<file path="src/rtl/threshold_stream.sv">
// Registered valid/ready thresholding stage between the DWT and RLE.
// Hard/soft dead zone, frame-aligned threshold updates, per-frame zero count.
module threshold_stream #(
   parameter int WIDTH   = 9,
   parameter int CNT_W   = 10,
   parameter int THR_RST = 1
) (
   input  logic                    clk,
   input  logic                    rst,
   input  logic                    thr_load,
   input  logic [WIDTH-2:0]        thr_in,
   input  logic                    mode_in,
   input  logic                    in_valid,
   output logic                    in_ready,
   input  logic signed [WIDTH-1:0] in_data,
   input  logic                    in_last,
   output logic                    out_valid,
   input  logic                    out_ready,
   output logic signed [WIDTH-1:0] out_data,
   output logic                    out_last,
   output logic [CNT_W-1:0]        zero_cnt,
   output logic                    cnt_valid
);

   typedef enum logic {IDLE, FRAME} state_t;

   state_t                  state;
   logic [WIDTH-2:0]        thr;
   logic [WIDTH-2:0]        pend_thr;
   logic                    mode;
   logic                    pend_mode;
   logic                    pend;
   logic [CNT_W-1:0]        cnt;
   logic [CNT_W-1:0]        cnt_nxt;
   logic                    xfer;
   logic                    idle;
   logic                    zeroed;
   logic                    take_pend;
   logic signed [WIDTH:0]   xe;
   logic [WIDTH:0]          mag;
   logic [WIDTH:0]          thr_ext;
   logic signed [WIDTH-1:0] thr_w;
   logic signed [WIDTH-1:0] res;

   assign in_ready = !out_valid || out_ready;
   assign xfer     = in_valid && in_ready;
   assign idle     = (state == IDLE);

   // One extra bit keeps |-2^(WIDTH-1)| representable.
   always_comb begin
      xe      = {in_data[WIDTH-1], in_data};
      mag     = xe[WIDTH] ? $unsigned(-xe) : $unsigned(xe);
      thr_ext = {2'b00, thr};
      thr_w   = $signed({1'b0, thr});
      zeroed  = (mag <= thr_ext);
      if (zeroed)
         res = '0;
      else if (!mode)
         res = in_data;
      else if (in_data[WIDTH-1])
         res = in_data + thr_w;
      else
         res = in_data - thr_w;
   end

   always_comb begin
      cnt_nxt = cnt;
      if (zeroed && (cnt != '1))
         cnt_nxt = cnt + CNT_W'(1);
   end

   assign take_pend = pend && ((xfer && in_last) || (idle && !xfer));

   always_ff @(posedge clk) begin
      if (rst) begin
         state     <= IDLE;
         thr       <= (WIDTH-1)'(THR_RST);
         mode      <= 1'b0;
         pend_thr  <= '0;
         pend_mode <= 1'b0;
         pend      <= 1'b0;
         cnt       <= '0;
         out_valid <= 1'b0;
         out_data  <= '0;
         out_last  <= 1'b0;
         zero_cnt  <= '0;
         cnt_valid <= 1'b0;
      end else begin
         cnt_valid <= 1'b0;

         if (xfer) begin
            out_valid <= 1'b1;
            out_data  <= res;
            out_last  <= in_last;
         end else if (out_ready) begin
            out_valid <= 1'b0;
         end

         if (xfer) begin
            if (in_last) begin
               zero_cnt  <= cnt_nxt;
               cnt_valid <= 1'b1;
               cnt       <= '0;
               state     <= IDLE;
            end else begin
               cnt   <= cnt_nxt;
               state <= FRAME;
            end
         end

         // Threshold only moves between frames; otherwise it waits in pend.
         if (thr_load && idle && !xfer) begin
            thr  <= thr_in;
            mode <= mode_in;
            pend <= 1'b0;
         end else begin
            if (take_pend) begin
               thr  <= pend_thr;
               mode <= pend_mode;
               pend <= 1'b0;
            end
            if (thr_load) begin
               pend_thr  <= thr_in;
               pend_mode <= mode_in;
               pend      <= 1'b1;
            end
         end
      end
   end

endmodule

</file>
<file path="config.mk">
export PLATFORM = sky130hd
export DESIGN_NAME = threshold_stream
export DESIGN_NICKNAME = d
export VERILOG_FILES = /design/src/rtl/threshold_stream.sv
export SDC_FILE = /design/constraint.sdc
export NUM_CORES = 1
export LEC_CHECK = 0
export CAP_MARGIN = 10
export CORE_ASPECT_RATIO = 0.6
export CORE_MARGIN = 2
export CORE_UTILIZATION = 52
export DETAILED_ROUTE_END_ITERATION = 8
export HOLD_SLACK_MARGIN = 0.03
export PLACE_DENSITY = 0.78
export SYNTH_ARGS = -nofsm -noshare
export SYNTH_HDL_FRONTEND = slang
export SYNTH_SLANG_ARGS = --single-unit
</file>
<file path="constraint.sdc">
create_clock -name clk -period 6.9 [get_ports clk]
set_input_delay 0.69 -clock clk [delete_from_list [all_inputs] [get_ports clk]]
set_output_delay 0.69 -clock clk [all_outputs]
set_load 0.02 [all_outputs]
</file>
* After elaboration in Yosys (flattened, before gate mapping)
Index checks and enable logic that the tools add are counted.
Operators by class: bitwise operators 3, reductions and logical operators 18, divide/modulo/power cells 0, equal/unequal tests 1, $add $sub $neg 4, multiply operators 0, $lt $le $gt $ge 1, muxes and demuxes 16, shift-type cells 0
Operators with widths (number):
- two-way mux 10 bit | 3
- two-way mux 9 bit | 3
- two-way mux 8 bit | 2
- adder 10 x 1 -> 10 bit, second input constant | 1
- <= comparator 10 x 8 -> 1 bit | 1
- inequality test 10 bit, second input constant | 1
- negation 9 -> 10 bit | 1
- adder 9 bit | 1
- subtractor 9 bit | 1
- two-way mux 1 bit | 8
- logical AND 1 bit | 7
- nonzero test 2 bit | 3
- AND reduction 2 bit | 2
- OR reduction 2 bit | 2
- inverter 1 bit | 3
- zero test 1 bit | 2
- logical OR 1 bit | 2
Word-level totals: ROM bits 0, register bits 52, RAM bits 0, input bits 24, memories 0, latch bits 0

* Depth between registers and ports, before layout
word-level depth 9, mapped depth 13, gate-level depth less buffers 12

* Least setup slack after synthesis
OpenSTA, ideal clock, no wires.
kind input port to flip-flop, start in in_data[8], end reg cnt[9], slack 3902 ps, arrival 2927 ps, stages 12, required time 6830 ps, path through buf_6 -> clkbuf_1 -> o31ai_1 -> xnor2_1 -> ha_1 -> a211o_1 -> o211ai_1 -> a31o_2 -> buf_4 -> nand3_2 -> or4_1 -> a21oi_1
Between the ends: longest elaborated chain between the ends 6
RTL lines:
- start, declared | line 15 | input logic signed [WIDTH-1:0] in_data,
- negation 9 -> 10 bit | line 52 | mag = xe[WIDTH] ? $unsigned(-xe) : $unsigned(xe);
- two-way mux 10 bit (*) | line 52
- <= comparator 10 x 8 -> 1 bit (*) | line 55 | zeroed = (mag <= thr_ext);
- logical AND 1 bit (*) | line 68 | if (zeroed && (cnt != '1))
- two-way mux 10 bit (*) | line 68
- two-way mux 10 bit (*) | line 100 | if (in_last) begin
- end signal, assigned | line 106 | cnt <= cnt_nxt;
- end, declared | line 33 | logic [CNT_W-1:0] cnt;
Every way passes the cells marked *; elsewhere a longest branch is shown, timed or not. A chain may end at the register's enable or synchronous reset.

* Final worst setup path
start in in_data[8], end reg cnt[6]
Same word-level chain as after synthesis.

==> impl_metrics.env <==
export IMPL_status="complete, no violations"
export IMPL_layoutNonFillerInstCount=495
export IMPL_critPathRequiredTime_ns=7.14
export IMPL_vias=2804
export IMPL_yosys_area_top_type="dfxtp_1"
export IMPL_drtIter0Drc=162
export IMPL_synthXorXnorAreaFrac=0.0704
export IMPL_fmax_mhz=280
export IMPL_p_leak_nw=1.45
export IMPL_total_power_mw=0.799
export IMPL_routed_top_layer="met4"
export IMPL_start_util=0.535
export IMPL_synth_ff_type="dfxtp_1"
export IMPL_rsz0062_at_grt="no"
export IMPL_irDropWorstVdd_mv=0.108
export IMPL_hold_class="reg2reg"
export IMPL_met2RoutedLength_um=2900
export IMPL_finalInstanceArea_um2=3820
export IMPL_clk_latency_ns=0.30
export IMPL_critPathLaunchType="input port"
export IMPL_synthCells=376
export IMPL_ctsHoldBuffers=0
export IMPL_die_y_um=65.1
export IMPL_layout_nets=454
export IMPL_core_area_um2=6060
export IMPL_finalCritPeriodShare=0.517
export IMPL_met1_length_um=3820
export IMPL_post_dp_cell_area_um2=3710
export IMPL_cts_path_max_buffers=2
export IMPL_async_flop_share=0
export IMPL_post_cts_buffers=0
export IMPL_route_met3_wl_um=529
export IMPL_synth_edff_count=0
export IMPL_critPathTopFamily="compound AO/OA/AOI/OAI gates"
export IMPL_crit_slowest_cell="clkdlybuf4s50_1"
export IMPL_hp_start="out_data[5]$_SDFFE_PP0P_"
export IMPL_grt_pass1_wl_um=12300
export IMPL_post_cts_resized=0
export IMPL_wl_per_cell_um=14.8
export IMPL_drt_wl_total_um=7310
export IMPL_grt_usage=0.222
export IMPL_cts_buffers=5
export IMPL_synth_top_family_by_area="simple AND/OR/NAND/NOR gates"
export IMPL_via_per_inst=5.66
export IMPL_clkSinkCount=52
export IMPL_tightest_slew_ns=0.774
export IMPL_critPathKind="in2reg"
export IMPL_dieArea_um2=6890
export IMPL_post_route_min_period_ns=3.57
export IMPL_synthDistinctLibCells=57
export IMPL_seq_area_um2=1040
export IMPL_r2r_start="thr[0]$_SDFFE_PP1P_"
export IMPL_grt_max_degree=52
export IMPL_areaGrowthSynthToFinish_pct=18.1
export IMPL_synth_area_um2=3240
export IMPL_n_antenna_cell=0
export IMPL_nFillCells=544
export IMPL_ys_top_cells_by_area="dfxtp_1, mux2i_1, ha_1"
export IMPL_synth_top_area_share=0.322
export IMPL_die_w_um=106
export IMPL_finalSetupViolCount=0
export IMPL_cts_tree="done"
export IMPL_power_density_nw_per_um2=209
export IMPL_antenna_found_initial=0
export IMPL_yosysMostFrequentCell="dfxtp_1"
export IMPL_fin_skew_ns=0.00537
export IMPL_synth_common_cells="dfxtp_1, nor2_1, nand2_1"
export IMPL_arrival_ns=3.80
export IMPL_synth_compound_area_share=0.170
export IMPL_multi_input_area_um2=2020
export IMPL_startpoint="in_data[8]"
export IMPL_clk_pin_slew_ns=0.09
export IMPL_drive_gt1_frac=0.0560
export IMPL_cp_num_buf_inv=1
export IMPL_ys_seq_elements=52
export IMPL_dpl_hpwl_um=5470
export IMPL_slowest_delay_ns=0.83
export IMPL_yosysWarnings=0
export IMPL_first_global_vias=2539
export IMPL_maxSlewViolCount=0
export IMPL_syn_num_nets=420
export IMPL_rows=22
export IMPL_muxShareOfSynthArea=0.0812
export IMPL_routabilityCongestion=0.846
export IMPL_synth_area_per_cell_um2=8.61
export IMPL_root_buffer="clkbuf_8"
export IMPL_synthSimpleGateAreaFrac=0.224
export IMPL_htree_levels=2
export IMPL_hold_ws_ns=0.457
export IMPL_finalHoldViolCount=0
export IMPL_relSlewSlack=0.484
export IMPL_fin_tns_setup_ns=0
export IMPL_dp_cells=487
export IMPL_antenna_left=0
export IMPL_drc=0
export IMPL_worstSetupEndpointType="flop"
export IMPL_ys_seq_area_frac=0.322
export IMPL_crit_fanout=18
export IMPL_path_cells="clkdlybuf4s50_1 -> o31ai_1 -> xnor2_1 -> ha_1 -> a211o_1 -> o211ai_1 -> a31o_2 -> nand4_1 -> or4_1 -> a21oi_1"
export IMPL_first_pass_iters=4
export IMPL_io_pin_count=47
export IMPL_portBuffers=46
export IMPL_overflow=0
export IMPL_maxCapViolations=0
export IMPL_synth_adder_area_share=0.0796
## cells by family (layout without fill, tap and decap cells)
logic type / count (synthesis) / in the layout
flops: 52 / 52
xor+xnor: 26 / 26
compound gates: 80 / 80
fa+ha+maj: 20 / 20
simple gates: 133 / 133
mux: 26 / 26
buf+inv: 39 / 74
## worst paths after layout
check	slack, ns	cells after the start	endpoint
min	0.46	2	out_data[5]$_SDFFE_PP0P_
min reg2reg	0.46	2	out_data[5]$_SDFFE_PP0P_
max reg2reg	4.00	11	out_data[8]$_SDFFE_PP0P_
max	3.33	10	cnt[6]$_SDFFE_PP0P_
## power by group
| group | leakage [nW] | internal (mW) | total (mW) | switching (mW) |
|---|---|---|---|---|
| clock | 0.0558 | 0.110 | 0.213 | 0.104 |
| combinational | 0.966 | 0.111 | 0.251 | 0.140 |
| sequential | 0.426 | 0.320 | 0.335 | 0.0149 |
| total | 1.45 | 0.541 | 0.799 | 0.258 |
## tightest hold or removal path, delay by kind of cell, from the launching register on
kind               cells  cell delay (ns)
DFF                    1             0.33
AOI/OAI and AO/OA      1             0.05
and+or+nand+nor        1             0.04
## state kept, by name, indices dropped and copies added, names as in the netlist
name	cells
cnt	10
pend_thr	8
cnt_valid	1
pend_mode	1
zero_cnt	10
out_last	1
thr	8
pend	1
state	1
out_data	9
mode	1
out_valid	1
## metrics by stage
| step | worst slack (ns) | utilization |
|---|---|---|
| after floorplan | 3.90 | - |
| after global placement | 3.15 | 0.613 |
| after detailed placement | 3.05 | 0.613 |
| after CTS | 3.36 | 0.631 |
| after global routing | 3.11 | 0.631 |
| final | 3.33 | 0.631 |
## cells in the final DEF (no fill, tap or decap), types with 3 or more instances in the layout
master           Yosys  routed
a211oi_1            18      18
a21oi_1             11      11
a311o_1              4       4
a311oi_1             3       3
a31oi_1              5       5
and2_1               3       3
and3_1               5       5
and4b_1              3       3
clkbuf_8             0       5
clkdlybuf4s50_1      0      46
dfxtp_1             52      52
ha_1                19      19
inv_1               18      18
mux2i_1             24      24
nand2_1             26      26
nand2b_1             5       5
nand3_1              8       8
nand4_1              7       7
nor2_1              41      41
nor2b_1              4       4
nor3_1               8       8
o211ai_1             5       5
o21ai_0             16      16
o22ai_1              3       3
o31ai_1              3       3
or4_1                5       5
xnor2_1             17      17
xor2_1               9       9
## per-layer routing
layer / track usage / vias to the layer above
li1: - / 1427
met1: 0.339 / 1280
met2: 0.320 / 90
met3: 0.0486 / 7
met4: 0.0444 / 0
met5: 0 / -
## area by class of cell
type,instances,share of cell area
clock buffers,6,0.0190
clock inverters,2,0.0101
inverters,18,0.0177
multi-input cells,285,0.529
flip-flops and latches,52,0.272
well taps,84,0.0275
repair buffers,48,0.124
No activity file was read; power rests on OpenSTA's default activity.
